`config.mk`:
```
export PLATFORM = sky130hd
export DESIGN_NAME = timeset_ctrl
export DESIGN_NICKNAME = d
export VERILOG_FILES = /design/src/rtl/timeset_ctrl.sv
export SDC_FILE = /design/constraint.sdc
export NUM_CORES = 1
export LEC_CHECK = 0
export ABC_AREA = 1
export CAP_MARGIN = 30
export CORE_ASPECT_RATIO = 1.25
export CORE_MARGIN = 2
export CORE_UTILIZATION = 32
export CTS_CLUSTER_DIAMETER = 50
export DETAILED_ROUTE_END_ITERATION = 8
export PLACE_DENSITY = 0.61
export SLEW_MARGIN = 25
export SYNTH_ARGS = -nofsm -noshare
export SYNTH_HDL_FRONTEND = slang
export SYNTH_SLANG_ARGS = --single-unit
```
`constraint.sdc`:
```
create_clock -name CLK -period 1.5 [get_ports CLK]
set_input_delay 0.3 -clock CLK [delete_from_list [all_inputs] [get_ports CLK]]
set_output_delay 0.3 -clock CLK [all_outputs]
set_load 0.005 [all_outputs]
```
`src/rtl/timeset_ctrl.sv`:
```
// Time-setting controller: debounced MODE/UP buttons drive a RUN/SET_MIN/SET_SEC
// editor for BCD minute:second values with a load strobe and blink blanking.
module timeset_ctrl #(
  parameter int unsigned DEBOUNCE_CYCLES = 250000,
  parameter int unsigned BLINK_CYCLES    = 25000000
) (
  input  logic       CLK,
  input  logic       RST,
  input  logic       nBTN_MODE,
  input  logic       nBTN_UP,
  input  logic [2:0] curminup,
  input  logic [3:0] curminlow,
  input  logic [2:0] cursecup,
  input  logic [3:0] curseclow,
  output logic       run_en,
  output logic       setting,
  output logic       ld,
  output logic [2:0] ldminup,
  output logic [3:0] ldminlow,
  output logic [2:0] ldsecup,
  output logic [3:0] ldseclow,
  output logic       blankmin,
  output logic       blanksec
);

  localparam int unsigned DW = $clog2(DEBOUNCE_CYCLES + 1);
  localparam int unsigned BW = (BLINK_CYCLES > 1) ? $clog2(BLINK_CYCLES) : 1;

  typedef enum logic [1:0] {RUN, SET_MIN, SET_SEC} state_t;

  // Bit 0 is MODE, bit 1 is UP; all levels are active-low (1 = released).
  logic [1:0]    sync1;
  logic [1:0]    sync2;
  logic [1:0]    deb;
  logic [1:0]    deb_d;
  logic [1:0]    evt;
  logic [DW-1:0] db_cnt [2];

  always_ff @(posedge CLK) begin
    if (RST) begin
      sync1 <= '1;
      sync2 <= '1;
      deb   <= '1;
      deb_d <= '1;
      evt   <= '0;
      for (int unsigned i = 0; i < 2; i++) db_cnt[i] <= '0;
    end else begin
      sync1 <= {nBTN_UP, nBTN_MODE};
      sync2 <= sync1;
      deb_d <= deb;
      evt   <= deb_d & ~deb;
      for (int unsigned i = 0; i < 2; i++) begin
        if (sync2[i] == deb[i]) begin
          db_cnt[i] <= '0;
        end else if (db_cnt[i] == DW'(DEBOUNCE_CYCLES)) begin
          deb[i]    <= sync2[i];
          db_cnt[i] <= '0;
        end else begin
          db_cnt[i] <= db_cnt[i] + 1'b1;
        end
      end
    end
  end

  logic mode_evt;
  logic up_evt;
  assign mode_evt = evt[0];
  assign up_evt   = evt[1];

  // Increment a BCD mm or ss field, wrapping 59 -> 00; any invalid field resets to 00.
  function automatic logic [6:0] bcd_inc(input logic [2:0] tens, input logic [3:0] units);
    if (tens > 3'd5 || units > 4'd9) return '0;
    if (units == 4'd9) return (tens == 3'd5) ? 7'd0 : {tens + 3'd1, 4'd0};
    return {tens, units + 4'd1};
  endfunction

  state_t        state;
  state_t        nxt_state;
  logic [6:0]    nxt_min;
  logic [6:0]    nxt_sec;
  logic          do_ld;
  logic          up_hit;
  logic [BW-1:0] blink_cnt;
  logic [BW-1:0] nxt_blink_cnt;
  logic          phase;
  logic          nxt_phase;

  always_comb begin
    nxt_state = state;
    nxt_min   = {ldminup, ldminlow};
    nxt_sec   = {ldsecup, ldseclow};
    do_ld     = 1'b0;
    up_hit    = 1'b0;
    // MODE is tested first in every state so a simultaneous UP is dropped.
    case (state)
      RUN: begin
        if (mode_evt) begin
          nxt_state = SET_MIN;
          nxt_min   = {curminup, curminlow};
          nxt_sec   = {cursecup, curseclow};
        end
      end
      SET_MIN: begin
        if (mode_evt) begin
          nxt_state = SET_SEC;
        end else if (up_evt) begin
          nxt_min = bcd_inc(ldminup, ldminlow);
          up_hit  = 1'b1;
        end
      end
      SET_SEC: begin
        if (mode_evt) begin
          nxt_state = RUN;
          do_ld     = 1'b1;
        end else if (up_evt) begin
          nxt_sec = bcd_inc(ldsecup, ldseclow);
          up_hit  = 1'b1;
        end
      end
      default: nxt_state = RUN;
    endcase

    // Restarting the blink on edits keeps the freshly changed field visible.
    if (nxt_state != state || up_hit) begin
      nxt_blink_cnt = '0;
      nxt_phase     = 1'b0;
    end else if (blink_cnt == BW'(BLINK_CYCLES - 1)) begin
      nxt_blink_cnt = '0;
      nxt_phase     = ~phase;
    end else begin
      nxt_blink_cnt = blink_cnt + 1'b1;
      nxt_phase     = phase;
    end
  end

  always_ff @(posedge CLK) begin
    if (RST) begin
      state     <= RUN;
      blink_cnt <= '0;
      phase     <= 1'b0;
      run_en    <= 1'b1;
      setting   <= 1'b0;
      ld        <= 1'b0;
      ldminup   <= '0;
      ldminlow  <= '0;
      ldsecup   <= '0;
      ldseclow  <= '0;
      blankmin  <= 1'b0;
      blanksec  <= 1'b0;
    end else begin
      state     <= nxt_state;
      blink_cnt <= nxt_blink_cnt;
      phase     <= nxt_phase;
      run_en    <= (nxt_state == RUN);
      setting   <= (nxt_state != RUN);
      ld        <= do_ld;
      ldminup   <= nxt_min[6:4];
      ldminlow  <= nxt_min[3:0];
      ldsecup   <= nxt_sec[6:4];
      ldseclow  <= nxt_sec[3:0];
      blankmin  <= (nxt_state == SET_MIN) && nxt_phase;
      blanksec  <= (nxt_state == SET_SEC) && nxt_phase;
    end
  end

endmodule
```
==> out/metrics.json, run 1 <==
{
  "finish": {
    "antenna_cells_inserted": 0,
    "nets_finish": 910,
    "flow.area_growth_from_synthesis_pct": 53.7,
    "layout-drive-gt1-share_pct": 33.7,
    "num-fill-cells": 1522,
    "post-route-cell-area_sq_um": 7820
  },
  "sta": {
    "max-slew-margin-rel_pct": 63.7,
    "setup_violations": 61,
    "fmax_mhz": 621,
    "fin_skew_ps": 8.09,
    "layout_setup_ws_ps": -109,
    "worst_slew_pin_slew_ps": 543,
    "finalHoldViolCount": 0,
    "post-route-period-util_pct": 107,
    "rsz0062_at_grt": "yes",
    "hold_ws_ps": 408,
    "pins_over_slew_limit": 0,
    "layout_min_cycle_time_ps": 1610
  },
  "status": {
    "violations": "setup timing",
    "status": "complete, but fails checks"
  },
  "power": {
    "comb_power_share_pct": 7.4,
    "power_leakage_uw": 0.00319,
    "p_seq_share_pct": 50.9,
    "power.internal_uw": 4080,
    "netSwitchingPower_uw": 1240,
    "power.clock.fraction_pct": 41.6,
    "power_density_over_the_cells_nw_per_um2": 681,
    "proportion_of_total_power_due_to_net_switching_pct": 23.3,
    "finalPower_uw": 5330,
    "vdd_ir_drop_max_mv": 0.358
  },
  "drt": {
    "detailroute.via_count": 4929,
    "drt_pre_antenna_iters": 4,
    "wl_per_cell_um": 11.6,
    "detailedRoute.firstIterationViolations": 208,
    "ant_nets": 0,
    "route.detailed.vias_per_inst": 4.48,
    "detail_route.drc_violations": 0,
    "routed_wl_mm": 12.8
  },
  "clock_network": {
    "clock_tree_from_tritoncts": "done",
    "clock-root-buffer": "sky130_fd_sc_hd__clkbuf_16",
    "path_clk_slew_ps": 60,
    "cts_hold_buf": 0,
    "clock-sinks": 93,
    "h_tree_levels": 3,
    "clock_tree.buffer_depth": 2,
    "numCtsBuffers": 9,
    "clock_latency_ps": 350
  },
  "global_route": {
    "total_grt_usage_pct": 15.4,
    "gr-total-overflow": 0,
    "grt_pass1_wl_mm": 20.8,
    "grt_max_degree": 16,
    "first_global_vias": 4791,
    "number_of_antenna_violations_at_the_first_check_in_global_routing": 0
  },
  "place": {
    "placement.cell_area_sq_um": 6480,
    "numPortBuffers": 36,
    "finalWeightedCongestion": 0.837,
    "place_hpwl_mm": 8.61
  },
  "setup_path": {
    "worst-r2r-setup-slack_ps": -110,
    "crit-reg2reg-launch": "db_cnt[1][0]$_SDFFCE_PN0P_",
    "setup.worst_path.start_class": "flip-flop",
    "cp-end-kind": "flip-flop",
    "worst_r2r_path_depth": 8,
    "crit-reg2reg-capture": "db_cnt[1][2]$_SDFFCE_PN0P_",
    "worstPathRequired_ps": 1610,
    "cp_data_arrival_time_ps": 1720,
    "worst-setup-path-type": "flip-flop to flip-flop",
    "critPathMaxFanout": 8
  },
  "yosys": {
    "synth_seq_cells": 93,
    "synthDistinctLibCells": 35,
    "ys_top_cells_by_area": "sky130_fd_sc_hd__dfxtp_1 (22%), sky130_fd_sc_hd__edfxtp_1 (21%), sky130_fd_sc_hd__nand2_1 (11%), sky130_fd_sc_hd__nor2_1 (9.7%), sky130_fd_sc_hd__inv_1 (5.5%)",
    "synthesized_instance_count": 686,
    "yosys.area.top_type": "sky130_fd_sc_hd__dfxtp_1",
    "ys.flop_type": "sky130_fd_sc_hd__dfxtp_1",
    "synth_area_per_cell_sq_um": 7.41,
    "synth-async-reset-ratio_pct": 0,
    "synth-edff-count": 36,
    "yosys_warnings": 0,
    "area_of_the_mapped_netlist_sq_um": 5090,
    "yosys.cell_count.top_type": "sky130_fd_sc_hd__nand2_1",
    "synth.top_cells.by_count": "sky130_fd_sc_hd__nand2_1 (150), sky130_fd_sc_hd__nor2_1 (132), sky130_fd_sc_hd__inv_1 (75)",
    "post-synth-top-area-fraction_pct": 22.4,
    "synth-seq-area-share_pct": 43.7
  },
  "worst_hold_path": {
    "min_delay_worst_endpoint": "evt[0]$_SDFF_PP0_",
    "hp-class": "flip-flop to flip-flop",
    "worst_hold_path.num_cells": 2,
    "min-delay-start": "deb_d[0]$_SDFF_PP1_"
  },
  "flow_run": {
    "timing.max_cap.violations": 0
  },
  "die": {
    "rows": 51,
    "design.die.area_sq_um": 16900,
    "fp.coreArea_sq_um": 15600,
    "start_util_pct": 32.7,
    "die_height_um": 145,
    "ioPinCount": 37,
    "die_width_um": 117
  }
}
==> cell type report <==
class,count,area [sq um],share of cell area (%)
inverters,81,317,4.05
well taps,212,265,3.39
clock buffers,11,254,3.25
multi-input cells,544,3340,42.7
repair buffers,154,1360,17.4
clock inverters,5,33.8,0.432
flip-flops and latches,93,2250,28.8
==> metal layers <==
metal / routed length, um / GRT usage (%)
met5: 0 / 0
met4: 545 / 7.76
met3: 283 / 2.34
met2: 6750 / 27.0
met1: 5200 / 17.6
==> cells by family (layout without fill, tap and decap cells) <==
group	after synthesis	count (layout)	synth area share [%]
buffers and inverters	87	251	6.94
other	1	36	0.0737
DFF	93	93	43.7
adders and majority gates	9	9	2.21
and+or+nand+nor	403	406	35.2
AOI/OAI and AO/OA	57	57	5.68
xor gates and xnor gates	36	36	6.20
==> worst max-delay path, cell delays in order, from the launching register on <==
cell and delay [ps]:
sky130_fd_sc_hd__edfxtp_1 410, sky130_fd_sc_hd__inv_1 80, sky130_fd_sc_hd__ha_2 170, sky130_fd_sc_hd__nand3_2 90, sky130_fd_sc_hd__nor3_4 170, sky130_fd_sc_hd__nand3_2 130
sky130_fd_sc_hd__nand2_4 130, sky130_fd_sc_hd__buf_16 150, sky130_fd_sc_hd__nor3_2 40
==> power groups by stage <==
stage | clock, uW | combinational, uW | sequential (uW)
after global routing | 2390 | 438 | 2720
after detailed placement | 0 | 300 | 2770
after floorplan | 0 | 135 | 2770
after global placement | 0 | 299 | 2770
final | 2220 | 397 | 2710
after CTS | 2290 | 347 | 2710
==> state kept, by name (all words and copies together) (netlist names) <==
name,flops
ld,1
sync2,2
ldminlow,4
db_cnt,36
deb_d,2
setting,1
evt,2
deb,2
ldseclow,4
state,2
blankmin,1
blanksec,1
ldminup,3
phase,1
sync1,2
ldsecup,3
run_en,1
blink_cnt,25
==> repair_timing <==
action,4_1_cts,5_1_grt
gates cloned,3,1
endpoints found under the setup margin,94,91
pin swaps,11,33
gates resized for setup,88,133
buffers inserted,19,14
==> worst max path at each step <==
| stage | start | endpoint | slack (ps) | depth (start not counted) |
|---|---|---|---|---|
| after floorplan | db_cnt[1][0]$_SDFFCE_PN0P_ | db_cnt[1][0]$_SDFFCE_PN0P_ | -90 | 8 |
| after global routing | db_cnt[0][1]$_SDFFCE_PN0P_ | db_cnt[0][14]$_SDFFCE_PN0P_ | -200 | 8 |
| after CTS | db_cnt[0][0]$_SDFFCE_PN0P_ | db_cnt[0][6]$_SDFFCE_PN0P_ | -120 | 7 |
| after global placement | RST | db_cnt[1][2]$_SDFFCE_PN0P_ | -220 | 7 |
| after detailed placement | RST | db_cnt[0][17]$_SDFFCE_PN0P_ | -220 | 7 |
| final | db_cnt[1][0]$_SDFFCE_PN0P_ | db_cnt[1][2]$_SDFFCE_PN0P_ | -110 | 8 |
==> stage by stage <==
| stage | util [%] | setup slack [ps] | setup TNS, ps | instances |
|---|---|---|---|---|
| after floorplan | - | -92.8 | -886 | 721 |
| after global placement | 41.6 | -219 | -9100 | 1050 |
| after detailed placement | 41.6 | -219 | -9580 | 1050 |
| after CTS | 46.6 | -116 | -2680 | 1088 |
| after global routing | 50.2 | -202 | -10770 | 1100 |
| final | 50.2 | -109 | -4350 | 1100 |
==> placed cells by master, fill, tap and decap left out, types with 17 or more instances in the layout <==
cell                              count
sky130_fd_sc_hd__xor2_1              24
sky130_fd_sc_hd__a21oi_1             17
sky130_fd_sc_hd__dfxtp_1             40
sky130_fd_sc_hd__clkdlybuf4s50_1     20
sky130_fd_sc_hd__buf_4              101
sky130_fd_sc_hd__nand3_1             24
sky130_fd_sc_hd__nand2_1            136
sky130_fd_sc_hd__nor2_2              18
sky130_fd_sc_hd__nor2_4              29
sky130_fd_sc_hd__nor2_1              99
sky130_fd_sc_hd__edfxtp_1            36
sky130_fd_sc_hd__inv_1               69
sky130_fd_sc_hd__conb_1              36
Power figures use the tool's default switching activity.
==> run 2: changes to the inputs <==
--- a/config.mk
+++ b/config.mk
@@ -10,6 +10,7 @@
 export CORE_ASPECT_RATIO = 1.25
 export CORE_MARGIN = 2
 export CORE_UTILIZATION = 32
+export CTS_BUF_LIST = sky130_fd_sc_hd__clkbuf_8
 export CTS_CLUSTER_DIAMETER = 50
 export DETAILED_ROUTE_END_ITERATION = 8
 export PLACE_DENSITY = 0.61
==> run 2 against run 1 <==
Effect of this change: the run still ends with setup timing left; via count fell by 0.26%; hold slack gained 3.6 ps; worst setup slack lost 6.0 ps; count of clock-buffer cells in the layout is 2 lower; die area unchanged; combinational power is 5.0% higher; power shrank 9.7%; fmax is 0.37% lower; critical path type unchanged; largest cell class unchanged; highest routed layer unchanged.
==> out/metrics.json, run 2 (same netlist as run 1, synthesis figures left out) <==
{
  "die": {
    "start_util": {"value": 32.7, "unit": "%", "change": "unchanged"},
    "rows": {"value": 51, "change": "unchanged"},
    "design.die.area": {"value": 16900, "unit": "sq um", "change": "unchanged"},
    "die_width": {"value": 117, "unit": "um", "change": "unchanged"},
    "die_height": {"value": 145, "unit": "um", "change": "unchanged"},
    "ioPinCount": {"value": 37, "change": "unchanged"},
    "fp.coreArea": {"value": 15600, "unit": "sq um", "change": "unchanged"}
  },
  "setup_path": {
    "crit-reg2reg-capture": "db_cnt[1][2]$_SDFFCE_PN0P_",
    "worst-setup-path-type": "flip-flop to flip-flop",
    "cp_data_arrival_time": {"value": 1750, "unit": "ps", "change": "+30 ps"},
    "worst_r2r_path_depth": {"value": 8, "change": "unchanged"},
    "worst-r2r-setup-slack": {"value": -120, "unit": "ps", "change": "about the same"},
    "cp-end-kind": "flip-flop",
    "worstPathRequired": {"value": 1640, "unit": "ps", "change": "+30 ps"},
    "critPathMaxFanout": {"value": 8, "change": "unchanged"},
    "crit-reg2reg-launch": "db_cnt[1][0]$_SDFFCE_PN0P_",
    "setup.worst_path.start_class": "flip-flop"
  },
  "finish": {
    "layout_commonest_cell": "sky130_fd_sc_hd__nand2_1",
    "flip_flop_count_of_the_largest_register_after_layout": {"value": 36, "change": "unchanged"},
    "largest-register": "db_cnt",
    "most-common-layout-cells": "sky130_fd_sc_hd__nand2_1 (137), sky130_fd_sc_hd__buf_4 (105), sky130_fd_sc_hd__nor2_1 (93)",
    "num-fill-cells": {"value": 1518, "change": "-0.26%"},
    "area.sequential": {"value": 2260, "unit": "sq um", "change": "+0.61%"},
    "flow.area_growth_from_synthesis_pct": 52.9,
    "nets_finish": {"value": 916, "change": "+0.66%"},
    "antenna_cells_inserted": {"value": 0, "change": "unchanged"},
    "layout-drive-gt1-share": {"value": 34.9, "unit": "%", "change": "+1.2 points"},
    "reg.largest.list": "db_cnt (36), blink_cnt (25)",
    "multi_input_area": {"value": 3340, "unit": "sq um", "change": "about the same"}
  },
  "clock_network": {
    "h_tree_levels": {"value": 3, "change": "unchanged"},
    "clock-root-buffer": "sky130_fd_sc_hd__clkbuf_8",
    "path_clk_slew": {"value": 90, "unit": "ps", "change": "+30 ps"},
    "clock-sinks": {"value": 93, "change": "unchanged"},
    "clock_tree_from_tritoncts": "done",
    "clock_tree.buffer_depth": {"value": 2, "change": "unchanged"},
    "numCtsBuffers": {"value": 9, "change": "unchanged"},
    "clock_latency": {"value": 380, "unit": "ps", "change": "+30 ps"}
  },
  "place": {
    "place_hpwl": {"value": 8.61, "unit": "mm", "change": "unchanged"},
    "finalWeightedCongestion": {"value": 0.837, "change": "unchanged"},
    "numPortBuffers": {"value": 36, "change": "unchanged"}
  },
  "sta": {
    "fin_skew": {"value": 8.98, "unit": "ps", "change": "+0.887 ps"},
    "post-route-period-util": {"value": 108, "unit": "%", "change": "+0.40 points"},
    "finalSetupTns": {"value": -4430, "unit": "ps", "change": "-74.9 ps"},
    "pins_over_slew_limit": {"value": 0, "change": "unchanged"},
    "rsz0062_at_grt": "yes",
    "setup_violations": {"value": 61, "change": "unchanged"},
    "fmax": {"value": 619, "unit": "MHz", "change": "-0.37%"},
    "layout_setup_ws": {"value": -115, "unit": "ps", "change": "-6.04 ps"},
    "finalHoldViolCount": {"value": 0, "change": "unchanged"},
    "layout_min_cycle_time": {"value": 1620, "unit": "ps", "change": "+6.04 ps"}
  },
  "drt": {
    "detail_route.drc_violations": {"value": 0, "change": "unchanged"},
    "route.detailed.vias_per_inst": {"value": 4.44, "change": "-0.80%"},
    "wl_per_cell": {"value": 11.7, "unit": "um", "change": "+0.80%"},
    "detailedRoute.firstIterationViolations": {"value": 204, "change": "-1.9%"},
    "detailroute.via_count": {"value": 4916, "change": "-0.26%"},
    "drt_pre_antenna_iters": {"value": 4, "change": "unchanged"},
    "routed_wl": {"value": 12.9, "unit": "mm", "change": "+1.3%"},
    "ant_nets": {"value": 0, "change": "unchanged"}
  },
  "status": {
    "status": "complete, but fails checks",
    "violations": "setup timing"
  },
  "global_route": {
    "first_global_vias": {"value": 4873, "change": "+1.7%"},
    "number_of_antenna_violations_at_the_first_check_in_global_routing": {"value": 0, "change": "unchanged"},
    "total_grt_usage": {"value": 15.6, "unit": "%", "change": "+0.27 points"},
    "gr-total-overflow": {"value": 0, "change": "unchanged"},
    "grt_pass1_wl": {"value": 21.2, "unit": "mm", "change": "+2.1%"},
    "grt_max_degree": {"value": 16, "change": "unchanged"}
  },
  "worst_hold_path": {
    "min_delay_worst_endpoint": "evt[0]$_SDFF_PP0_",
    "min-delay-start": "deb_d[0]$_SDFF_PP1_",
    "hp-class": "flip-flop to flip-flop",
    "worst_hold_path.num_cells": {"value": 2, "change": "unchanged"}
  },
  "power": {
    "power_density_over_the_cells": {"value": 619, "unit": "nW/um^2", "change": "-9.2%"},
    "vdd_ir_drop_max": {"value": 0.342, "unit": "mV", "change": "-4.6%"},
    "finalPower": {"value": 4810, "unit": "uW", "change": "-9.7%"},
    "power_leakage": {"value": 0.00312, "unit": "uW", "change": "-2.1%"}
  },
  "flow_run": {
    "timing.max_cap.violations": {"value": 0, "change": "unchanged"}
  }
}
==> run 2: cell count changes in the layout (fill, tap and decap cells not counted), moves of 4 or more <==
cell | previous run | this run
sky130_fd_sc_hd__clkbuf_8 | 0 | 9
sky130_fd_sc_hd__buf_4 | 101 | 105
sky130_fd_sc_hd__dlygate4sd2_1 | 7 | 17
sky130_fd_sc_hd__nor2_1 | 99 | 93
sky130_fd_sc_hd__nor2_2 | 18 | 24
sky130_fd_sc_hd__dlymetal6s2s_1 | 9 | 2
sky130_fd_sc_hd__dfxtp_1 | 40 | 35
sky130_fd_sc_hd__clkbuf_16 | 10 | 0
==> run 2: layout make-up <==
cell class,instances,area share [%]
clock buffers,9,1.59
inverters,81,4.07
flip-flops and latches,93,29.1
multi-input cells,544,43.0
clock inverters,7,0.869
repair buffers,160,18.0
well taps,212,3.41
==> run 2: through the flow <==
step	hold slack (ps)	util, %	setup WS, ps	instances	instance area (sq um)
floorplan	388	-	-92.8	721	5230
global placement	395	41.6	-219	1050	6480
detailed placement	399	41.6	-219	1050	6480
CTS	414	46.7	-123	1096	7280
global route	429	49.9	-212	1106	7770
finish	412	49.9	-115	1106	7770
==> run 2: how the worst max path moves through the flow <==
stage,cells after the start,to,slack (ps),start
2_1_floorplan,8,db_cnt[1][0]$_SDFFCE_PN0P_,-90,db_cnt[1][0]$_SDFFCE_PN0P_
3_3_place_gp,7,db_cnt[1][2]$_SDFFCE_PN0P_,-220,RST
3_5_place_dp,7,db_cnt[0][17]$_SDFFCE_PN0P_,-220,RST
4_1_cts,7,db_cnt[0][6]$_SDFFCE_PN0P_,-120,db_cnt[0][0]$_SDFFCE_PN0P_
5_1_grt,8,db_cnt[0][14]$_SDFFCE_PN0P_,-210,db_cnt[0][1]$_SDFFCE_PN0P_
6_report,8,db_cnt[1][2]$_SDFFCE_PN0P_,-120,db_cnt[1][0]$_SDFFCE_PN0P_
==> run 2: power breakdown <==
part / internal (uW) / switching, uW / total, uW
Clock: 762 / 927 / 1690
Sequential: 2660 / 44.6 / 2710
Combinational: 208 / 209 / 417
==> run 2: routing by layer <==
metal,up-vias,global-route usage [%],share of wire (%)
li1,2574,-,-
met1,2253,17.9,41
met2,67,28.0,55
met3,22,2.30,2.2
met4,0,7.06,2.4
met5,-,0,0
==> run 2: timing repair <==
action                                  CTS  global route
endpoints found under the setup margin   98            84
cloned                                    4             0
hold buffers                              0             0
resized for setup                       110           124
setup buffers                            26            14
pin swaps                                16            30
==> run 2: worst max-delay path, cell delays in order (launching register included) <==
cell                       delay [ps]
sky130_fd_sc_hd__edfxtp_1         420
sky130_fd_sc_hd__inv_1             80
sky130_fd_sc_hd__ha_2             170
sky130_fd_sc_hd__nand3_2           90
sky130_fd_sc_hd__nor3_4           170
sky130_fd_sc_hd__nand3_2          140
sky130_fd_sc_hd__nand2_4          120
sky130_fd_sc_hd__buf_16           150
sky130_fd_sc_hd__nor3_2            40
==> RTL change: new RTL, settings of run 2 <==
Encoding of `state_t`: now one-hot (3 bits for 3 states).
--- a/src/rtl/timeset_ctrl.sv
+++ b/src/rtl/timeset_ctrl.sv
@@ -28,3 +28,3 @@
 
-  typedef enum logic [1:0] {RUN, SET_MIN, SET_SEC} state_t;
+  typedef enum logic [2:0] {RUN = 3'b001, SET_MIN = 3'b010, SET_SEC = 3'b100} state_t;
 
Check against the original RTL: same outputs for any inputs over 10 cycles, from zero or initial values and one cycle with RST high; not proved beyond that.
==> RTL change against run 2 <==
The flow still finishes with violations (setup timing); clock power up 9%; routed wire length grew 0.12%; cell area fell by 5.6%; die area is 3.5% higher; power is 3.1% higher; sequential cell count up 1; worst setup slack got worse by 61 ps; area after synthesis up 3.6%; highest routed layer unchanged.
==> RTL change: results (changes against run 2) <==
----------------------------------------------------
[STA]
  Tightest hold margin ... 409.2 ps (-2.420 ps)
  Fin worst setup slack ... -176.0 ps (-60.90 ps)
  Setup-violating endpoint count in the final report ... 38 (-38%)
  Clock Skew ... 17.54 ps (+8.564 ps)
  Setup TNS ... -5311 ps (-883.2 ps)

[Logic synthesis]
  Mux cell area share after synthesis ... 0% (unchanged)
  Number of library cell types mapped by synthesis ... 33 (-5.7%)
  Post-synthesis share of cell area spent on xor and xnor gates ... 4.654% (-1.5 points)
  Sequential-to-total area share from yosys stat ... 42.56% (-1.1 points)
  Area share of fa/ha/maj cells after synthesis ... 1.187% (-1.0 points)
  Synthesized-area fraction occupied by ao, oa, aoi and oai cells ... 5.106% (-0.58 points)
  Largest cells by area after synthesis ... dfxtp_1 22%, edfxtp_1 21%, nand2_1 15%
  Commonest cells in the netlist ... 206 x nand2_1, 132 x nor2_1, 85 x inv_1
  Average size of a mapped cell ... 7.101 µm² (-4.2%)

[Cells and area]
  Clock tree cell share of total cell area ... 2.914% (+0.45 points)
  Fraction of final layout cells with drive strength greater than 1 ... 25.84% (-9.1 points)
  Multi-input gates ... 585 (+7.5%)
  Core occupancy in the finished layout ... 45.50% (-4.4 points)
  Flip-flop and latch share of the layout cell area ... 31.10% (+2.0 points)
  Count of inverters other than clock inverters in the layout ... 91 (+12%)
  Share of cell area taken by multi-input logic gates ... 42.01% (-0.94 points)
  Layout filler cell count ... 1708 (+13%)
  Clock Buffer Count ... 10 (+1)

[Place]
  Pre-CTS setup slack ... -342.6 ps (-123.6 ps)
  RD Place Congestion ... 0.8563 (+2.4%)
  Dpl hpwl ... 9295 µm (+7.9%)

[Outcome]
  Outcome ... complete, but fails checks
  Failing checks ... setup timing

[Floorplanning]
  Area inside the core boundary ... 0.01614 mm² (+3.6%)

[Global route]
  Global Route met1 Usage ... 17.64% (-0.25 points)
  Global-route track usage on met2 ... 27.79% (-0.19 points)
  Largest net degree at the start of global routing ... 19 (+3)
  Number of global-route vias before repair ... 4809 (-1.3%)
  All-layer global routing usage ... 15.23% (-0.39 points)

[Pwr]
  Worst vdd rail ir drop ... 0.0003577 V (+4.6%)
  Power drawn by the clock network ... 1.85 mW (+9%)
  Leakage dissipation ... 3.153 nW (+0.91%)
  Internal power ... 3.728 mW (+2.6%)

[Route]
  Vias per std cell ... 4.371 (-1.7%)
  1st-iter DRT viols ... 190 (-6.9%)
  Routed Wire Length ... 12960 µm (+0.12%)
  DR WL met2 ... 6762 µm (-4.7%)
  Length of routed wiring on met1 ... 5719 µm (+8.9%)
  Wire length per cell after detailed routing ... 11.40 µm (-2.6%)
  Met3 layer wire length in the routed design ... 244 µm (-16%)

[Worst setup path]
  CP max stage delay ... 490 ps (+70 ps)
  Capturing point of the worst reg2reg path ... db_cnt[1][5]
  Worst Path Arrival ... 1810 ps (+60 ps)
  Worst-case reg-to-reg path depth ... 7 (-1)

[CTS]
  Number of sinks handled by clock tree synthesis ... 94 (+1.1%)

----------------------------------------------------
RTL change: cell count changes after synthesis, moves of 3 or more:
cell / run 2 / this run
a21oi_1: 32 / 29
buf_2: 0 / 3
buf_6: 3 / 0
ha_1: 9 / 5
inv_1: 75 / 85
nand2_1: 150 / 206
nand3_1: 40 / 47
nand3b_1: 2 / 5
nor2_2: 11 / 15
nor3_1: 22 / 13
xor2_1: 24 / 14
RTL change: worst max-delay path by stage:
stage | cells after the start | start | end | slack (ps)
final | 7 | db_cnt[1][0] | db_cnt[1][5] | -180
after global placement | 6 | RST | db_cnt[1][12] | -340
after global routing | 8 | db_cnt[0][1] | db_cnt[0][3] | -260
after detailed placement | 6 | RST | db_cnt[1][12] | -340
after floorplan | 8 | db_cnt[0][0] | db_cnt[0][13] | -50
after CTS | 8 | db_cnt[0][0] | db_cnt[0][13] | -160
RTL change: what timing repair did:
action / CTS / global route
endpoints found under the setup margin: 65 / 78
pin swaps: 8 / 10
gates cloned: 1 / 2
setup buffers: 18 / 4
resized for setup: 77 / 47
